`src/rtl/fp_pkg.sv`:
```
`default_nettype none
// ============================================================================
// Module   : fp_pkg
// Purpose  : Shared width helpers and saturation bounds for fixed-point blocks
// Revision : 1.0
// ============================================================================
package fp_pkg;

    localparam int c_SAT_W = 64;
    localparam int c_CNT_W = 8;

    typedef logic signed [c_SAT_W-1:0] sat_t;

    function automatic int fp_max(input int x, input int y);
        return (x > y) ? x : y;
    endfunction

    // Two guard integer bits keep a difference of mixed-sign operands exact.
    function automatic int fp_wi(input int i1, input int i2);
        return fp_max(i1, i2) + 2;
    endfunction

    function automatic int fp_wf(input int f1, input int f2);
        return fp_max(f1, f2);
    endfunction

    function automatic int fp_w(input int i1, input int f1, input int i2, input int f2);
        return fp_wi(i1, i2) + fp_wf(f1, f2);
    endfunction

    function automatic sat_t sat_max(input int n);
        return (sat_t'(1) <<< (n - 1)) - sat_t'(1);
    endfunction

    function automatic sat_t sat_min(input int n);
        return ~sat_max(n);
    endfunction

endpackage
`default_nettype wire

```
`src/rtl/fp_sub_pipe_if.sv`:
```
`default_nettype none
// ============================================================================
// Module   : fp_sub_pipe_if
// Purpose  : Operand/result stream bundle for the fixed-point subtractor
// Revision : 1.0
// ============================================================================
interface fp_sub_pipe_if
    import fp_pkg::*;
#(
    parameter int I1 = 2,
    parameter int F1 = 14,
    parameter int I2 = 2,
    parameter int F2 = 14,
    parameter int I3 = 2,
    parameter int F3 = 14
);
    logic                in_valid;
    logic                in_ready;
    logic [I1+F1-1:0]    a;
    logic                s1;
    logic [I2+F2-1:0]    b;
    logic                s2;
    logic                out_valid;
    logic                out_ready;
    logic [I3+F3-1:0]    c;
    logic                sign;
    logic                overflow;
    logic                underflow;
    logic [c_CNT_W-1:0]  ovf_count;
    logic                ovf_clr;

    modport master (
        output in_valid, a, s1, b, s2, out_ready, ovf_clr,
        input  in_ready, out_valid, c, sign, overflow, underflow, ovf_count
    );

    modport slave (
        input  in_valid, a, s1, b, s2, out_ready, ovf_clr,
        output in_ready, out_valid, c, sign, overflow, underflow, ovf_count
    );

endinterface
`default_nettype wire

```
`src/rtl/fp_sat.sv`:
```
`default_nettype none
// ============================================================================
// Module   : fp_sat
// Purpose  : Floor-truncate / zero-pad and saturate a W-bit signed value to Q(I3).F3
// Revision : 1.0
// ============================================================================
module fp_sat
    import fp_pkg::*;
#(
    parameter int W  = 18,
    parameter int WF = 14,
    parameter int I3 = 2,
    parameter int F3 = 14
) (
    input  logic [W-1:0]     i_d,
    output logic [I3+F3-1:0] o_c,
    output logic             o_overflow,
    output logic             o_underflow
);
    localparam int   c_N   = I3 + F3;
    localparam int   c_TW  = (F3 < WF) ? W - (WF - F3) : W + (F3 - WF);
    localparam sat_t c_MAX = sat_max(c_N);
    localparam sat_t c_MIN = sat_min(c_N);

    logic [c_TW-1:0] w_t;
    logic            w_lost;
    sat_t            w_t_ext;

    generate
        if (F3 < WF) begin : g_trunc
            // Dropping low bits of a two's-complement value floors toward -inf.
            assign w_t    = i_d[W-1:WF-F3];
            assign w_lost = |i_d[WF-F3-1:0];
        end else if (F3 == WF) begin : g_exact
            assign w_t    = i_d;
            assign w_lost = 1'b0;
        end else begin : g_pad
            assign w_t    = {i_d, {(F3-WF){1'b0}}};
            assign w_lost = 1'b0;
        end
    endgenerate

    assign w_t_ext = sat_t'($signed(w_t));

    always_comb begin
        o_c         = w_t_ext[c_N-1:0];
        o_overflow  = 1'b0;
        o_underflow = w_lost;
        if (w_t_ext > c_MAX) begin
            o_c         = c_MAX[c_N-1:0];
            o_overflow  = 1'b1;
            o_underflow = 1'b0;
        end else if (w_t_ext < c_MIN) begin
            o_c         = c_MIN[c_N-1:0];
            o_overflow  = 1'b1;
            o_underflow = 1'b0;
        end
    end

endmodule
`default_nettype wire

```
`src/rtl/fp_sub_pipe.sv`:
```
`default_nettype none
// ============================================================================
// Module   : fp_sub_pipe
// Purpose  : 3-stage valid/ready fixed-point subtractor c = a - b with sat flags
// Revision : 1.0
// ============================================================================
module fp_sub_pipe
    import fp_pkg::*;
#(
    parameter int I1 = 2,
    parameter int F1 = 14,
    parameter int I2 = 2,
    parameter int F2 = 14,
    parameter int I3 = 2,
    parameter int F3 = 14
) (
    input  logic          clk,
    input  logic          rst,
    fp_sub_pipe_if.slave  bus
);
    localparam int c_WF = fp_wf(F1, F2);
    localparam int c_W  = fp_w(I1, F1, I2, F2);
    localparam int c_N  = I3 + F3;

    logic [c_W-1:0]     w_a_ext, w_b_ext, w_a_al, w_b_al;
    logic [c_N-1:0]     w_c;
    logic               w_ovf, w_unf, w_stall;

    logic               r_v1, r_v2, r_v3;
    logic [c_W-1:0]     r_a_al, r_b_al, r_d;
    logic [c_N-1:0]     r_c;
    logic               r_ovf, r_unf;
    logic [c_CNT_W-1:0] r_cnt;

    // A stalled output freezes the whole pipe; bubbles are kept in place.
    assign w_stall      = r_v3 && !bus.out_ready;
    assign bus.in_ready = !w_stall;

    assign w_a_ext = {{(c_W-I1-F1){bus.s1 & bus.a[I1+F1-1]}}, bus.a};
    assign w_b_ext = {{(c_W-I2-F2){bus.s2 & bus.b[I2+F2-1]}}, bus.b};
    assign w_a_al  = w_a_ext << (c_WF - F1);
    assign w_b_al  = w_b_ext << (c_WF - F2);

    fp_sat #(.W(c_W), .WF(c_WF), .I3(I3), .F3(F3)) u_sat (
        .i_d         (r_d),
        .o_c         (w_c),
        .o_overflow  (w_ovf),
        .o_underflow (w_unf)
    );

    always_ff @(posedge clk) begin
        if (rst) begin
            r_v1   <= 1'b0;
            r_v2   <= 1'b0;
            r_v3   <= 1'b0;
            r_a_al <= '0;
            r_b_al <= '0;
            r_d    <= '0;
            r_c    <= '0;
            r_ovf  <= 1'b0;
            r_unf  <= 1'b0;
        end else if (!w_stall) begin
            r_v1   <= bus.in_valid;
            r_a_al <= w_a_al;
            r_b_al <= w_b_al;
            r_v2   <= r_v1;
            r_d    <= r_a_al - r_b_al;
            r_v3   <= r_v2;
            r_c    <= w_c;
            r_ovf  <= w_ovf;
            r_unf  <= w_unf;
        end
    end

    always_ff @(posedge clk) begin
        if (rst) begin
            r_cnt <= '0;
        end else if (bus.ovf_clr) begin
            r_cnt <= '0;
        end else if (r_v3 && bus.out_ready && r_ovf && (r_cnt != {c_CNT_W{1'b1}})) begin
            r_cnt <= r_cnt + 1'b1;
        end
    end

    assign bus.out_valid = r_v3;
    assign bus.c         = r_c;
    assign bus.sign      = r_c[c_N-1];
    assign bus.overflow  = r_ovf;
    assign bus.underflow = r_unf;
    assign bus.ovf_count = r_cnt;

endmodule
`default_nettype wire

```
`src/flat_wrapper.sv`:
```
// flat-port wrapper written by rule: the top's interface ports become plain ports
module fp_sub_pipe_flat import fp_pkg::*;
#(
    parameter int I1 = 2,
    parameter int F1 = 14,
    parameter int I2 = 2,
    parameter int F2 = 14,
    parameter int I3 = 2,
    parameter int F3 = 14
)
  (clk, rst, bus_in_valid, bus_a, bus_s1, bus_b, bus_s2, bus_out_ready, bus_ovf_clr, bus_in_ready, bus_out_valid, bus_c, bus_sign, bus_overflow, bus_underflow, bus_ovf_count);
  fp_sub_pipe_if #(.I1(I1), .F1(F1), .I2(I2), .F2(F2), .I3(I3), .F3(F3)) bus_i ();
  input  logic clk;
  input  logic rst;
  input wire logic [$bits(bus_i.in_valid)-1:0] bus_in_valid;
  input wire logic [$bits(bus_i.a)-1:0] bus_a;
  input wire logic [$bits(bus_i.s1)-1:0] bus_s1;
  input wire logic [$bits(bus_i.b)-1:0] bus_b;
  input wire logic [$bits(bus_i.s2)-1:0] bus_s2;
  input wire logic [$bits(bus_i.out_ready)-1:0] bus_out_ready;
  input wire logic [$bits(bus_i.ovf_clr)-1:0] bus_ovf_clr;
  output wire logic [$bits(bus_i.in_ready)-1:0] bus_in_ready;
  output wire logic [$bits(bus_i.out_valid)-1:0] bus_out_valid;
  output wire logic [$bits(bus_i.c)-1:0] bus_c;
  output wire logic [$bits(bus_i.sign)-1:0] bus_sign;
  output wire logic [$bits(bus_i.overflow)-1:0] bus_overflow;
  output wire logic [$bits(bus_i.underflow)-1:0] bus_underflow;
  output wire logic [$bits(bus_i.ovf_count)-1:0] bus_ovf_count;
  assign bus_i.in_valid = bus_in_valid;
  assign bus_i.a = bus_a;
  assign bus_i.s1 = bus_s1;
  assign bus_i.b = bus_b;
  assign bus_i.s2 = bus_s2;
  assign bus_i.out_ready = bus_out_ready;
  assign bus_i.ovf_clr = bus_ovf_clr;
  assign bus_in_ready = bus_i.in_ready;
  assign bus_out_valid = bus_i.out_valid;
  assign bus_c = bus_i.c;
  assign bus_sign = bus_i.sign;
  assign bus_overflow = bus_i.overflow;
  assign bus_underflow = bus_i.underflow;
  assign bus_ovf_count = bus_i.ovf_count;
  fp_sub_pipe #(.I1(I1), .F1(F1), .I2(I2), .F2(F2), .I3(I3), .F3(F3)) u_core (.clk(clk), .rst(rst), .bus(bus_i));
endmodule
```
`config.mk`:
```
export PLATFORM = sky130hd
export DESIGN_NAME = fp_sub_pipe_flat
export DESIGN_NICKNAME = d
export VERILOG_FILES = /design/src/rtl/fp_pkg.sv /design/src/rtl/fp_sub_pipe_if.sv /design/src/rtl/fp_sat.sv /design/src/rtl/fp_sub_pipe.sv /design/src/flat_wrapper.sv
export SDC_FILE = /design/constraint.sdc
export NUM_CORES = 1
export LEC_CHECK = 0
export BUFFER_PORTS_ARGS = -buffer_cell sky130_fd_sc_hd__buf_2
export CAP_MARGIN = 20
export CORE_UTILIZATION = 50
export DETAILED_ROUTE_END_ITERATION = 6
export PLACE_DENSITY = 0.78
export SYNTH_ARGS = -nofsm -noshare
export SYNTH_HDL_FRONTEND = slang
export SYNTH_SLANG_ARGS = --single-unit
```
`constraint.sdc`:
```
create_clock -name clk -period 4.9 [get_ports clk]
set_input_delay 0.49 -clock clk [delete_from_list [all_inputs] [get_ports clk]]
set_output_delay 0.49 -clock clk [all_outputs]
set_load 0.05 [all_outputs]
```
==> results of run 1 <==
-- through the flow --
stage	hold WS [ps]	utilization
CTS	358	0.604
global route	370	0.604
detailed placement	445	0.569
floorplan	432	-
global placement	441	0.569
finish	368	0.604
-- where the power goes --
part / switching (W) / internal (W)
logic: 0.000255 / 0.000135
clock network: 0.000243 / 0.000355
registers: 0.0000375 / 0.000716
-- registers in the layout (all words and copies together), names as in the netlist --
| name | flops |
|---|---|
| u_core.r_b_al | 17 |
| u_core.bus.ovf_count | 8 |
| u_core.r_a_al | 17 |
| u_core.bus.overflow | 1 |
| u_core.bus.c | 16 |
| u_core.r_d | 18 |
| u_core.r_v1 | 1 |
| u_core.bus.out_valid | 1 |
| u_core.r_v2 | 1 |
-- layer usage --
metal / vias to the layer above / GRT usage / wire [um]
met1: 1539 / 0.291 / 3830
met5: - / 0 / 0
met3: 16 / 0.0382 / 342
met4: 0 / 0.103 / 168
li1: 1706 / - / -
met2: 82 / 0.377 / 3770
-- worst min-delay path, cell delays in order --
cell     delay [ps]
buf_2           100
nand2_1          40
a21oi_1          50
-- layout make-up --
type                    instances  area [um^2]
well taps                      99          124
multi-input cells             337         1940
fillers                       672         2860
clock inverters                 6          115
repair buffers                 69          353
inverters                      24         90.1
flip-flops and latches         80         1600
clock buffers                  10          138
-- logic make-up (layout without fill, tap and decap cells) --
kind of cell,count (synthesis),in the layout,share of synthesized area
AO/OA/AOI/OAI,132,132,0.218
XOR/XNOR,16,16,0.0376
adder cells (fa/ha/maj),19,19,0.0658
buffers and inverters,50,109,0.0530
flip-flops,80,80,0.430
multiplexers,2,2,0.00537
other,1,1,0.00101
AND/OR/NAND/NOR,167,167,0.190
-- cells in the final DEF, fill, tap and decap left out, types with 4 or more instances in the layout --
master / n
nor3_1: 11
a211oi_1: 6
a21oi_1: 67
xor2_1: 7
o21ai_0: 19
buf_2: 66
nor2_1: 40
dfxtp_1: 80
ha_1: 18
a22o_1: 6
o21a_1: 4
nand3_1: 9
xnor2_1: 9
nand2_1: 88
clkbuf_8: 10
inv_1: 23
-- path summary, 6_finish.rpt --
path | to | startpoint | slack [ps]
worst min-delay path | u_core.r_a_al[11] | bus_a[11] | 370
worst min register to register | u_core.r_a_al[0] | u_core.r_a_al[0] | 450
worst max register to register | u_core.r_d[16] | u_core.r_b_al[0] | 2440
worst max-delay path | u_core.r_d[16] | u_core.r_b_al[0] | 2440
==> out/results.ini, run 1 <==
[status]
status=complete, no violations

[clocking]
cts_tree=done
ctsResizeCount=0
ctsRootBufferMaster=clkbuf_8
post_cts_buffers=0
cts_max_level=3
clockBufferDepth=2
numCtsBuffers=9
holdBufCountCts=0
clkTransAtPathRegs_ps=80
clock_latency_ps=360
cts_num_sinks=80

[finish]
final_nets=579
stdcell_count=625
areaGrowthSynthToFinish_pct=16.9
antenna_cells=0
stdcell_area_um2=4360
drive_gt1_frac=0.183

[logic_synthesis]
synthTopCellsByCount=nand2_1, dfxtp_1, a21oi_1
syn_nets=525
netlist_instances=467
synth_seq_cells=80
synth_area_per_cell_um2=7.98
syn_area_um2=3730
ys_types=52
synth-main-ff-cell=dfxtp_1
yosys-top-cells-area=dfxtp_1, a21oi_1, nand2_1
synth_most_common_cell=nand2_1
synthDominantCellAreaShare=0.430
synth_warnings=0
yosysSeqAreaShare=0.430
synth_area_leader_cell=dfxtp_1
async_flop_share=0
synth-edff-count=0

[worst_setup_path]
critPathBufInv=1
path_cells=ha_1 -> inv_1 -> fa_1 -> a211oi_1 -> o21ai_1 -> o211ai_2 -> o211ai_1 -> xor2_1 -> a22o_1
cp.arrival_ps=2710
cp-end-kind=flip-flop
critPathTopFamily=compound AO/OA/AOI/OAI gates
cp_num_cells=9
path_class=reg -> reg
critPathMaxFanout=3
cp-start-kind=flip-flop
critPathMaxStageDelay_ps=440
rr_worst_depth=9
cp_slowest_cell=fa_1
required_ps=5150

[hold_path]
hold_depth=3
min_path_type=in -> reg

[floorplan]
ios=68
rows=31
dieArea_um2=7810
die_w_um=88.4
core_um2=7210
initial_core_util=0.517
die_height_um=88.4

[routing]
dr.pass1.iters=4
ant_nets=0
routed_wl_mm=8.12
drc=0
drt_iter0_drc=168
num_vias=3343
routedWlPerCell_um=13.0
routed_via_density=5.35

[sta]
fin_ws_ps=2440
skew_ps=9.49
hold_viol=0
finalCritPeriodShare=0.501
setup_violations=0
fin_setup_tns_ps=0
rsz0062_at_grt=no
final_max_slew_viol_count=0
tightestPinTransition_ps=1080
max_freq_mhz=407
fin_crit_ps=2460
slew_headroom=0.278

[place]
port_buffers=66
place_area_um2=4110
place_hpwl_mm=5.64
pre_cts_slack_ps=2490
dp_cells=609
gp_congestion=0.844

[power]
p_per_area_nw_per_um2=400
p_total_w=0.00174
ir_worst_vdd_uv=174
p_leak_nw=1.92

[global_route]
grt.total_usage=0.227
grt_pass1_vias=3035
grt_max_degree=61
grt_pass1_wl_mm=13.8
antenna_found_initial=0
overflow=0

[flow_run]
cap_viol_max_count=0

Power figures use the tool's default switching activity.
==> inputs of run 2 (changes only) <==
Clock period 4.9 ns to 2.5 ns, I/O delays scaled along.
==> run 2 against run 1 <==
Effect of this change:
- final cell count increased by 0.48%
- sequential share of layout area increased by 0.074 points
- design area decreased by 0.20%
- fmax increased by 6.2%
- worst setup slack got worse by 2300 ps
- count of clock-buffer cells in the layout increased by 2
- largest cell class unchanged
- largest power group unchanged
==> out/results.ini, run 2 (synthesis gave the netlist of run 1 again) <==
[status]
status=complete, no violations

[routing]
drt_iter0_drc=183  ; +8.9%
drc=0  ; unchanged
routed_via_density=5.30  ; -0.98%
routed_wl_mm=8.08  ; -0.54%
routedWlPerCell_um=12.9  ; -1.0%
dr.pass1.iters=4  ; unchanged
num_vias=3326  ; -0.51%
ant_nets=0  ; unchanged

[place]
place_hpwl_mm=5.65  ; +0.22%
gp_congestion=0.892  ; +5.7%
port_buffers=66  ; unchanged

[finish]
regMostFlops=u_core.r_d
largest_reg_flops=18  ; unchanged
mostFrequentLayoutCells=nand2_1, dfxtp_1, a21oi_1
areaGrowthSynthToFinish_pct=16.6
fin_util=0.603  ; -0.00121
final_nets=582  ; +0.52%
drive_gt1_frac=0.189  ; +0.00653
final_common_cell=nand2_1
reg_top3=u_core.r_d: 18 flops, u_core.r_a_al: 17 flops, u_core.r_b_al: 17 flops
antenna_cells=0  ; unchanged

[worst_setup_path]
critPathMaxFanout=3  ; unchanged
required_ps=2750  ; -2400 ps
path_class=reg -> reg
cp.arrival_ps=2560  ; -150 ps
cp-end-kind=flip-flop
cp-start-kind=flip-flop
r2r_setup_slack_ps=190  ; -2260 ps

[power]
ir_worst_vdd_uv=309  ; +77%
p_per_area_nw_per_um2=749  ; +87%
p_total_w=0.00326  ; +87%
p_leak_nw=1.92  ; +0.10%

[floorplan]
rows=31  ; unchanged
die_w_um=88.4  ; unchanged
dieArea_um2=7810  ; unchanged
ios=68  ; unchanged
die_height_um=88.4  ; unchanged
core_um2=7210  ; unchanged
initial_core_util=0.517  ; unchanged

[hold_path]
min_path_type=in -> reg

[global_route]
grt_pass1_vias=2958  ; -2.5%
grt_max_degree=69  ; +13%
antenna_found_initial=0  ; unchanged
overflow=0  ; unchanged
grt.total_usage=0.217  ; -0.0104
grt_pass1_wl_mm=13.2  ; -4.3%

[sta]
rsz0062_at_grt=no
tightestPinTransition_ps=640  ; -436 ps
fin_crit_ps=2310  ; -143 ps
final_max_slew_viol_count=0  ; unchanged
hold_viol=0  ; unchanged
max_freq_mhz=432  ; +6.2%
skew_ps=10.6  ; +1.13 ps
finalCritPeriodShare=0.925  ; +0.424
slew_headroom=0.573  ; +0.296
setup_violations=0  ; unchanged
fin_setup_tns_ps=0  ; unchanged

[clocking]
ctsRootBufferMaster=clkbuf_8
clkTransAtPathRegs_ps=80  ; about the same
clockBufferDepth=2  ; unchanged
cts_num_sinks=80  ; unchanged
post_cts_buffers=0  ; unchanged
cts_tree=done
clock_latency_ps=350  ; about the same
cts_max_level=3  ; unchanged
numCtsBuffers=9  ; unchanged

[flow_run]
cap_viol_max_count=0  ; unchanged

run 2: worst max-delay path, stage by stage, from the launching register on:
cell and delay, ps:
dfxtp_1 320, inv_1 50, ha_1 150, inv_1 60, fa_1 440, a211oi_2 270, o21ai_1 170, o211ai_2 220
o211ai_1 140, xor2_1 150, a22o_1 230
run 2: per-layer routing:
metal  global-route usage  vias up  wire length, um
met2                0.356       77             3690
li1                     -     1717                -
met1                0.283     1520             3900
met3               0.0466       12              357
met4               0.0762        0              128
met5                    0        -                0
run 2: cell type report:
class	count	area (um^2)
Inverter	24	90.1
Multi-Input combinational cell	337	1940
Timing Repair Buffer	72	375
Clock buffer	12	165
Clock inverter	4	51.3
Tap cell	99	124
Sequential cell	80	1600
Fill cell	680	2870
run 2: per-stage QoR:
step / hold WS [ps] / instances / setup WS, ps / instance area (um^2)
6_report: 130 / 628 / 187 / 4350
5_1_grt: 133 / 628 / 20.8 / 4350
4_1_cts: 122 / 628 / 58.1 / 4340
3_5_place_dp: 445 / 612 / 69.6 / 4130
3_3_place_gp: 441 / 612 / 130 / 4130
2_1_floorplan: 390 / 467 / 294 / 3730
run 2: repair_timing:
item	in CTS	in global routing
endpoints found under the setup margin	0	2
gates resized for setup	0	1
hold buffers	0	0
run 2: worst paths after layout:
path              depth (start not counted)          endpoint              from
hold reg to reg                           2  u_core.r_b_al[4]  u_core.r_b_al[4]
hold / removal                            3  u_core.r_a_al[4]          bus_a[4]
setup reg to reg                         10    u_core.r_d[16]  u_core.r_a_al[0]
setup / recovery                         10    u_core.r_d[16]  u_core.r_a_al[0]
run 2: where the power goes:
part	total (W)	internal, W	switching (W)
logic	0.000775	0.000272	0.000503
registers	0.00147	0.00140	0.0000710
clock network	0.00101	0.000543	0.000465
